$ cat src/rtl/dtree_pkg.sv
`default_nettype none
// ============================================================================
//  Module      : dtree_pkg
//  Description : Shared types and default sizing for the decision-tree
//                feature sequencer.
//                  dtree_seq_state_t : sequencer state encoding
//                  DT_N_FEAT         : default features per frame
//                  DT_FEAT_W         : default feature width
//                  DT_CLASS_W        : default classifier output width
//  Revision    : 1.0 - initial release
// ============================================================================
package dtree_pkg;

    localparam int DT_N_FEAT  = 7;
    localparam int DT_FEAT_W  = 8;
    localparam int DT_CLASS_W = 5;

    typedef enum logic [1:0] {
        LOAD   = 2'd0,
        DRAIN  = 2'd1,
        SETTLE = 2'd2,
        OUT    = 2'd3
    } dtree_seq_state_t;

endpackage : dtree_pkg
`default_nettype wire

$ cat src/rtl/dtree_feature_sequencer.sv
`default_nettype none
// ============================================================================
//  Module      : dtree_feature_sequencer
//  Description : Byte-serial front end / result back end for a combinational
//                printed decision-tree classifier. Assembles a frame of
//                N_FEAT feature bytes into feat_flat, holds it for SETTLE_CYC
//                cycles while the tree settles, captures cls_in and offers it
//                on a valid/ready result port.
//  Ports       :
//      clk, rst            clock, synchronous active-high reset
//      in_valid/in_ready   feature byte handshake
//      in_data, in_last    feature byte, end-of-frame marker
//      feat_flat           parallel feature vector (feature 0 = first byte)
//      cls_in              classifier output
//      out_valid/out_ready result handshake
//      out_class           captured class
//      err_len             one-cycle pulse on a short or long frame
//      frames_ok           saturating count of classified frames
//  Revision    : 1.0 - initial release
// ============================================================================
module dtree_feature_sequencer
    import dtree_pkg::*;
#(
    parameter int N_FEAT     = DT_N_FEAT,
    parameter int FEAT_W     = DT_FEAT_W,
    parameter int CLASS_W    = DT_CLASS_W,
    parameter int SETTLE_CYC = 2,
    parameter int CNT_W      = 16
) (
    input  logic                     clk,
    input  logic                     rst,
    input  logic                     in_valid,
    output logic                     in_ready,
    input  logic [FEAT_W-1:0]        in_data,
    input  logic                     in_last,
    output logic [N_FEAT*FEAT_W-1:0] feat_flat,
    input  logic [CLASS_W-1:0]       cls_in,
    output logic                     out_valid,
    input  logic                     out_ready,
    output logic [CLASS_W-1:0]       out_class,
    output logic                     err_len,
    output logic [CNT_W-1:0]         frames_ok
);

    localparam int IDX_W = $clog2(N_FEAT);
    // The settle counter only has to hold SETTLE_CYC-1.
    localparam int SCNT_W = (SETTLE_CYC > 1) ? $clog2(SETTLE_CYC) : 1;

    dtree_seq_state_t        r_state;
    logic [IDX_W-1:0]        r_idx;
    logic [SCNT_W-1:0]       r_scnt;
    logic [N_FEAT*FEAT_W-1:0] r_feat;
    logic [CLASS_W-1:0]      r_class;
    logic                    r_err;
    logic [CNT_W-1:0]        r_frames;

    logic                    w_idx_last;

    assign w_idx_last = (r_idx == IDX_W'(N_FEAT - 1));

    // Handshake outputs depend on registered state only.
    assign in_ready  = (r_state == LOAD) || (r_state == DRAIN);
    assign out_valid = (r_state == OUT);

    assign feat_flat = r_feat;
    assign out_class = r_class;
    assign err_len   = r_err;
    assign frames_ok = r_frames;

    always_ff @(posedge clk) begin
        if (rst) begin
            r_state  <= LOAD;
            r_idx    <= '0;
            r_scnt   <= '0;
            r_feat   <= '0;
            r_class  <= '0;
            r_err    <= 1'b0;
            r_frames <= '0;
        end else begin
            r_err <= 1'b0;
            case (r_state)
                LOAD: begin
                    if (in_valid) begin
                        for (int k = 0; k < N_FEAT; k++) begin
                            if (r_idx == IDX_W'(k)) begin
                                r_feat[k*FEAT_W +: FEAT_W] <= in_data;
                            end
                        end
                        if (w_idx_last) begin
                            r_idx <= '0;
                            if (in_last) begin
                                r_state <= SETTLE;
                                r_scnt  <= SCNT_W'(SETTLE_CYC - 1);
                            end else begin
                                // Too many bytes: flag once, then swallow the
                                // rest of the frame without touching feat_flat.
                                r_err   <= 1'b1;
                                r_state <= DRAIN;
                            end
                        end else if (in_last) begin
                            // Short frame: partial writes are kept, restart.
                            r_err <= 1'b1;
                            r_idx <= '0;
                        end else begin
                            r_idx <= r_idx + 1'b1;
                        end
                    end
                end
                DRAIN: begin
                    if (in_valid && in_last) begin
                        r_state <= LOAD;
                    end
                end
                SETTLE: begin
                    if (r_scnt == '0) begin
                        r_class <= cls_in;
                        if (r_frames != '1) begin
                            r_frames <= r_frames + 1'b1;
                        end
                        r_state <= OUT;
                    end else begin
                        r_scnt <= r_scnt - 1'b1;
                    end
                end
                OUT: begin
                    if (out_ready) begin
                        r_state <= LOAD;
                    end
                end
                default: r_state <= LOAD;
            endcase
        end
    end

endmodule : dtree_feature_sequencer
`default_nettype wire

$ cat config.mk
export PLATFORM = sky130hd
export DESIGN_NAME = dtree_feature_sequencer
export DESIGN_NICKNAME = d
export VERILOG_FILES = /design/src/rtl/dtree_pkg.sv /design/src/rtl/dtree_feature_sequencer.sv
export SDC_FILE = /design/constraint.sdc
export NUM_CORES = 1
export LEC_CHECK = 0
export BUFFER_PORTS_ARGS = -buffer_cell sky130_fd_sc_hd__buf_2
export CORE_ASPECT_RATIO = 2
export CORE_UTILIZATION = 35
export DETAILED_ROUTE_END_ITERATION = 10
export PLACE_DENSITY_LB_ADDON = 0.3
export SYNTH_ARGS = -nofsm -noshare
export SYNTH_HDL_FRONTEND = slang
export SYNTH_SLANG_ARGS = --single-unit
$ cat constraint.sdc
create_clock -name clk -period 5.5 [get_ports clk]
set_clock_uncertainty 0.1 [all_clocks]
set_input_delay 0.275 -clock clk [delete_from_list [all_inputs] [get_ports clk]]
set_output_delay 0.275 -clock clk [all_outputs]
set_load 0.01 [all_outputs]
* Yosys cells after proc, flatten, opt, wreduce, memory -nomap -nowiden
Index checks and enable logic that the tools add are counted.
Word-level totals: logic and storage cells 70, register bits 84, input port bits 18, output and inout port bits 80
Operators by class: eq/ne operators 16, add/sub/neg operators 3, reductions and logical operators 18, bitwise operators 3, multiplexer cells 17
Operators with widths (count):
- $reduce_and A3 Y1 | 8
- $add A16 B1 Y16 const B | 1
- $ne A16 B16 Y1 const B | 1
- $mux W2 | 6
- $eq A3 B3 Y1 const B | 3
- $ne A2 B2 Y1 const B | 4
- $pmux W2 S4 | 1
- $mux W1 | 7
- $eq A3 B2 Y1 const B | 2
- $mux W3 | 2
- $reduce_and A5 Y1 | 1
- $eq A2 B2 Y1 const B | 2
- $ne A2 B1 Y1 const B | 2
- $reduce_and A2 Y1 | 2
- $reduce_and A4 Y1 | 1
- $add A3 B1 Y3 const B | 1
- $eq A3 B1 Y1 const B | 1
- $logic_not A3 Y1 | 1
- $not A1 Y1 | 3
- $reduce_or A3 Y1 | 1
- $eq A2 B1 Y1 const B | 1
- $logic_not A2 Y1 | 1
- $pmux W1 S2 | 1
- $reduce_bool A2 Y1 | 1
- other kinds (3) | 3

* Logic depth before layout (Yosys ltp)
Gate-level depths: netlist of the first run.
word-level depth 4, gate-level depth with buffers 8

* Least setup slack after synthesis of the first run
No wires, ideal clock.
path type register to register, start reg r_frames[0] (netlist: frames_ok[0]), end reg r_frames[12] (netlist: frames_ok[12]), arrival 1.854 ns, period minus slack after synthesis 2.024 ns, setup slack 3.476 ns, setup time 0.070 ns, buffers on the path 0, stages on the path, launching flop included 6, cells stage by stage dfxtp_1 ha_1 nand2_1 or4_4 or4_1 a21oi_1
On the way: longest elaborated chain between the ends 2, elaborated cells on any way between the ends 3, those cells by class 1 x add/sub; 1 x eq/ne; 1 x reduce/logical
Ends and longest elaborated chain:
- from (decl) | line dtree_feature_sequencer.sv:55 | logic [CNT_W-1:0] r_frames;
- from (signal assigned) | line dtree_feature_sequencer.sv:118 | r_frames <= r_frames + 1'b1;
- parallel branches: the longest is 2 deep, another holds $add A16 B1 Y16
Several ways; the timed one is not identified. A chain may end at the register's enable or synchronous reset.

* Worst setup path after layout of the first run
start reg r_state[1], end reg r_frames[11] (netlist: frames_ok[11])
On the way: longest elaborated chain between the ends 2
Ends and longest elaborated chain:
- from (decl) | line dtree_feature_sequencer.sv:49 | dtree_seq_state_t r_state;
- from (signal assigned) | line dtree_feature_sequencer.sv:72 | r_state <= LOAD;
- from (signal assigned) | line dtree_feature_sequencer.sv:92 | r_state <= SETTLE;
- from (signal assigned) | line dtree_feature_sequencer.sv:98 | r_state <= DRAIN;
- $eq A2 B2 Y1 | line dtree_feature_sequencer.sv:81 | case (r_state)
- $reduce_and A3 Y1 (no source line)
Every way passes these cells.

==> impl_metrics.tcl, run 1 <==
set metrics [dict create \
    status "finished clean" \
    ys.flop_type "dfxtp_1" \
    ys_ff_latch 84 \
    drive_above_1_share_pct 25.16 \
    min_period_ns 2.425 \
    grt_max_degree 89 \
    post-cts-setup-buffers 0 \
    power_density_nw_per_um2 300.9 \
    yosysTopAreaCellShare_pct 49.27 \
    hold_path_class "input port to flip-flop" \
    drtAntennaViolNets 0 \
    hold_slack_ns 0.07998 \
    synth_common_cells "dfxtp_1, nand2_1, a21oi_1, nor2_1, nand3_1" \
    crit_chain "or3b_1 > nor4_2 > o31a_1 > mux2_1" \
    wl_mm 9.050 \
    drtIter0Drc 157 \
    drc 0 \
    grt_usage_pct 18.49 \
    fmax_ghz 0.4123 \
    worstSetupEndpointType "flip-flop" \
    cts_resized 0 \
    power.leakage_nw 1.876 \
    yosys_warnings 0 \
    fin_crit_sh_pct 44.09 \
    dpl.hpwl_mm 6.634 \
    synth_edf_count 0 \
    port_buffers 97 \
    yosys.cell_count.top_type "dfxtp_1" \
    arrival_ns 2.55 \
    grt_pass1_wl_mm 14.48 \
    yosys.area.top_type "dfxtp_1" \
    finalNetCount 500 \
    area_growth_pct 25.00 \
    wire_per_inst_um 15.47 \
    crit_family "simple AND/OR/NAND/NOR gates" \
    syn-num-nets 411 \
    start_kind "flip-flop" \
    ys_async_sr_fraction_pct 0 \
    worstSetupPathType "flip-flop to flip-flop" \
    diodes 0 \
    critPathMaxFanout 17 \
    tightest_slew_ns 0.8889 \
    cpMaxStageDelayCell "or3b_1" \
    dr.pass1.iters 4 \
    rsz0062_at_grt "no" \
    start_util_pct 36.37 \
    seq_area_frac_synth_pct 49.27 \
    postSynthCellCount 387 \
    critical_path_buf_inv_count 0 \
    syn_area_um2 3413 \
    root_buffer "clkbuf_16" \
    viasPerCell 5.309 \
    ir_worst_vdd_uv 207.6 \
    finalNonFillerCells 585 \
    h-tree-depth 3 \
    hold_buffers 0 \
    clock_path_buffers 2 \
    gp_congestion 0.7903 \
    die-area_um2 10180 \
    avgSynthCellArea_um2 8.820 \
    report.final.slew_viol_count 0 \
    place_area_um2 3966 \
    pre_cts_ws_ns 3.079 \
    placedCellCount 569 \
    cts.sinks 84 \
    core_um2 9384 \
    ios 98 \
    rows 50 \
    required_ns 5.62 \
    design_area_um2 4267 \
    grt_antenna_before_repair 0 \
    hold_violations 0 \
    synthTopCellsByArea "dfxtp_1, mux2i_1, a21oi_1" \
    setup_ws_ns 3.075 \
    vias 3106 \
    synthDistinctLibCells 47 \
    clk_pin_slew_worst_paths_ns 0.06 \
    insertion_delay_ns 0.33 \
    max_stage_delay_ns 0.65 \
    setup_viol 0 \
    cts_tree "done" \
    maxSlewHeadroom_pct 40.74 \
    cts_made_buffers 9 \
    grt_overflow 0 \
    cap_viol_max_count 0 \
    dieWidth_um 71.83 \
    dieHeight_um 141.7 \
    tns_ns 0 \
    first_global_vias 3016 \
]
-- sequential cells by signal, summed over array words and instances, names as in the netlist --
| signal | flops |
|---|---|
| feat_flat | 56 |
| out_class | 5 |
| err_len | 1 |
| r_state | 2 |
| r_scnt | 1 |
| frames_ok | 16 |
| r_idx | 3 |
-- layout by cell type (no fill, tap or decap), types with 2 or more instances in the layout --
cell type   count
buf_2          97
dfxtp_1        84
nand2_1        61
a21oi_1        49
nor2_1         35
nand3_1        31
mux2i_1        25
clkbuf_16       9
inv_1           8
nor3_1          6
ha_1            6
nand4_1         4
nand2b_1        4
or3_1           4
and2_1          4
or4_1           4
a31oi_1         3
nor2b_1         3
o31ai_1         3
or3b_1          2
o41ai_1         2
a211oi_1        2
mux2_1          2
o21ai_1         2
inv_6           2
clkinvlp_4      2
buf_4           2
-- kinds of logic after synthesis --
logic type	share of synthesized area, %
adder cells (fa/ha/maj)	2.199
multiplexers	7.991
XOR/XNOR	0.2566
buffers and inverters	3.409
AO/OA/AOI/OAI	11.58
AND/OR/NAND/NOR	25.29
flip-flops	49.27
-- path summary, 6_finish.rpt --
kind                start  slack [ns]            end  depth (start not counted)
max            r_state[1]        3.07  frames_ok[11]                          4
min             cls_in[2]        0.08   out_class[2]                          3
max reg2reg    r_state[1]        3.07  frames_ok[11]                          4
min reg2reg  feat_flat[7]        0.35   feat_flat[7]                          2
-- final cells by class --
| type | count | area, µm² |
|---|---|---|
| Tap cell | 104 | 130.1 |
| Inverter | 8 | 30.03 |
| Multi-Input combinational cell | 274 | 1624 |
| Clock inverter | 6 | 71.32 |
| Fill cell | 979 | 5117 |
| Timing Repair Buffer | 99 | 500.5 |
| Clock buffer | 10 | 229.0 |
| Sequential cell | 84 | 1682 |
-- report_power, final --
group	switching, mW	internal, mW	total [mW]
combinational	0.0410	0.0183	0.0592
clock	0.250	0.356	0.606
sequential	0.00348	0.615	0.618
-- per-stage QoR --
step	util (%)	total power, mW
2_1_floorplan	-	0.6620
3_3_place_gp	42.27	0.6902
3_5_place_dp	42.27	0.6912
4_1_cts	45.47	1.300
5_1_grt	45.47	1.333
6_report	45.47	1.284
-- worst reg2reg max path, cell delays in order, from the launching register on --
cell and delay (ns):
dfxtp_1 0.50, or3b_1 0.65, nor4_2 0.51, o31a_1 0.24, mux2_1 0.32
-- layer usage --
| layer | part of all wire, % | wire length (µm) | vias to the layer above | track usage, % |
|---|---|---|---|---|
| met5 | 0 | 0 | - | 0 |
| met4 | 3.3 | 296 | 0 | 8.772 |
| met3 | 5.3 | 479 | 23 | 4.972 |
| met2 | 55 | 5021 | 97 | 34.46 |
| met1 | 36 | 3252 | 1461 | 18.39 |
| li1 | - | - | 1525 | - |
(Power assumes the default switching activity.)
==> run 2, diff against run 1 <==
==> constraint.sdc (replaced) <==
create_clock -name clk -period 2.5 [get_ports clk]
set_clock_uncertainty 0.1 [all_clocks]
set_input_delay 0.125 -clock clk [delete_from_list [all_inputs] [get_ports clk]]
set_output_delay 0.125 -clock clk [all_outputs]
set_load 0.01 [all_outputs]
==> run 2 against run 1 <==
Effect of this change:
- clock-buffer cell count grew 1
- combinational power increased by 140%
- cell count up 2.7%
- die area is the same
- via count fell by 0.32%
- global-route usage is essentially flat
- design area up 3.1%
- first-iteration DRC count down 39%
- critical path type unchanged
- critical endpoint is now frames_ok[6]
- largest power group unchanged
==> impl_metrics.tcl, run 2 (synthesized netlist as in run 1, its figures left out) <==
set metrics [dict create \
    worstSetupEndpointType "flip-flop" \
    drtIter0Drc 96 \
    drive_above_1_share_pct 26.36 \
    wire_per_inst_um 15.22 \
    first_global_vias 2983 \
    dieWidth_um 71.83 \
    cts_resized 0 \
    setup_viol 0 \
    gp_congestion 0.8002 \
    cap_viol_max_count 0 \
    hold_path_class "input port to flip-flop" \
    combPwrFrac_pct 5.2 \
    power_mw 2.765 \
    grt_antenna_before_repair 0 \
    power.share.clock_pct 45.6 \
    grt_use_met2_pct 34.81 \
    regArea_um2 1682 \
    min_period_ns 2.298 \
    hold_violations 0 \
    drc 0 \
    start_kind "flip-flop" \
    tightest_slew_ns 0.8036 \
    swShare_pct 23.44 \
    pwr-share-seq_pct 49.2 \
    rows 50 \
    fillCellCount 942 \
    finalNetCount 516 \
    clock_path_buffers 2 \
    critPathMaxFanout 11 \
    cts_tree "done" \
    start_util_pct 36.37 \
    fmax_ghz 0.4352 \
    gr-usage-met1_pct 19.17 \
    required_ns 2.65 \
    diodes 0 \
    area_growth_pct 28.92 \
    ios 98 \
    top_usage_layer "met2" \
    drtAntennaViolNets 0 \
    dpl.hpwl_mm 6.876 \
    clk_pin_slew_worst_paths_ns 0.06 \
    status "finished clean" \
    dr.pass1.iters 4 \
    die-area_um2 10180 \
    report.final.slew_viol_count 0 \
    root_buffer "clkbuf_16" \
    insertion_delay_ns 0.33 \
    worstSetupPathType "flip-flop to flip-flop" \
    grt_pass1_wl_mm 14.63 \
    grtUsageMet3_pct 3.267 \
    core_um2 9384 \
    layout_common_cells "buf_2, dfxtp_1, nand2_1" \
    ir_worst_vdd_uv 485.5 \
    wl_mm 9.147 \
    cts.sinks 84 \
    grt_usage_pct 18.52 \
    maxSlewHeadroom_pct 46.43 \
    multi_input_area_um2 1624 \
    switchingPower_mw 0.6482 \
    grt_overflow 0 \
    tns_ns 0 \
    port_buffers 97 \
    final_common_cell "buf_2" \
    h-tree-depth 3 \
    post-cts-setup-buffers 0 \
    cts_made_buffers 9 \
    grt_max_degree 46 \
    rsz0062_at_grt "no" \
    fin_crit_sh_pct 91.91 \
    power.leakage_nw 1.950 \
    viasPerCell 5.151 \
    power_density_nw_per_um2 628.4 \
    power.internal_mw 2.117 \
    dieHeight_um 141.7 \
    largest_reg_flops 56 \
    arrival_ns 2.45 \
    vias 3096 \
]
## run 2: cell types whose count changed in the layout (fill, tap and decap cells not counted), sizes merged
cell / delta
dlygate4sd3: +6
bufinv: -1
buf: +10
clkbuf: +1
## run 2: stage by stage
stage | util [%] | worst slack [ns] | cells | cell area, µm² | hold WS (ns)
after global routing | 46.89 | 0.05672 | 601 | 4400 | 0.03438
after floorplan | - | 0.4757 | 387 | 3413 | 0.1610
after global placement | 43.20 | 0.2849 | 579 | 4054 | 0.2689
final | 46.89 | 0.2022 | 601 | 4400 | 0.03565
after detailed placement | 43.20 | 0.2402 | 579 | 4054 | 0.2769
after CTS | 46.89 | 0.2170 | 601 | 4400 | 0.02324
## run 2: final timing paths
kind / slack (ns) / endpoint / from / cells past startpoint
hold / removal: 0.04 / feat_flat[26] / in_data[2] / 3
setup / recovery: 0.20 / frames_ok[6] / r_state[1] / 5
setup reg to reg: 0.20 / frames_ok[6] / r_state[1] / 5
hold reg to reg: 0.35 / feat_flat[27] / feat_flat[27] / 2
## run 2: critical path, stage by stage (launching register included)
cell and delay, ns:
dfxtp_1 0.51, or3b_1 0.51, buf_4 0.23, nor2_1 0.27, or4b_1 0.46, a21oi_1 0.14
## run 2: area by class of cell
class | count | area share (%)
Clock buffer | 11 | 5.516
Clock inverter | 5 | 0.9952
Inverter | 8 | 0.6824
Multi-Input combinational cell | 274 | 36.91
Sequential cell | 84 | 38.21
Tap cell | 104 | 2.957
Timing Repair Buffer | 115 | 14.73
## run 2: per-layer routing
layer	wire length (µm)	part of all wire, %
met5	0	0
met4	291	3.2
met3	371	4.1
met2	5057	55
met1	3427	37
## run 2: power by group through the flow
stage | registers (mW) | logic [mW] | clock network (mW)
floorplan | 1.40 | 0.0599 | 0
global placement | 1.39 | 0.135 | 0
detailed placement | 1.39 | 0.137 | 0
CTS | 1.36 | 0.145 | 1.29
global route | 1.36 | 0.158 | 1.35
finish | 1.36 | 0.144 | 1.26
## run 2: repair_timing
item                       CTS  global route
hold buffers                 6             0
hold endpoints to repair     6             0
setup endpoints to repair    0             0
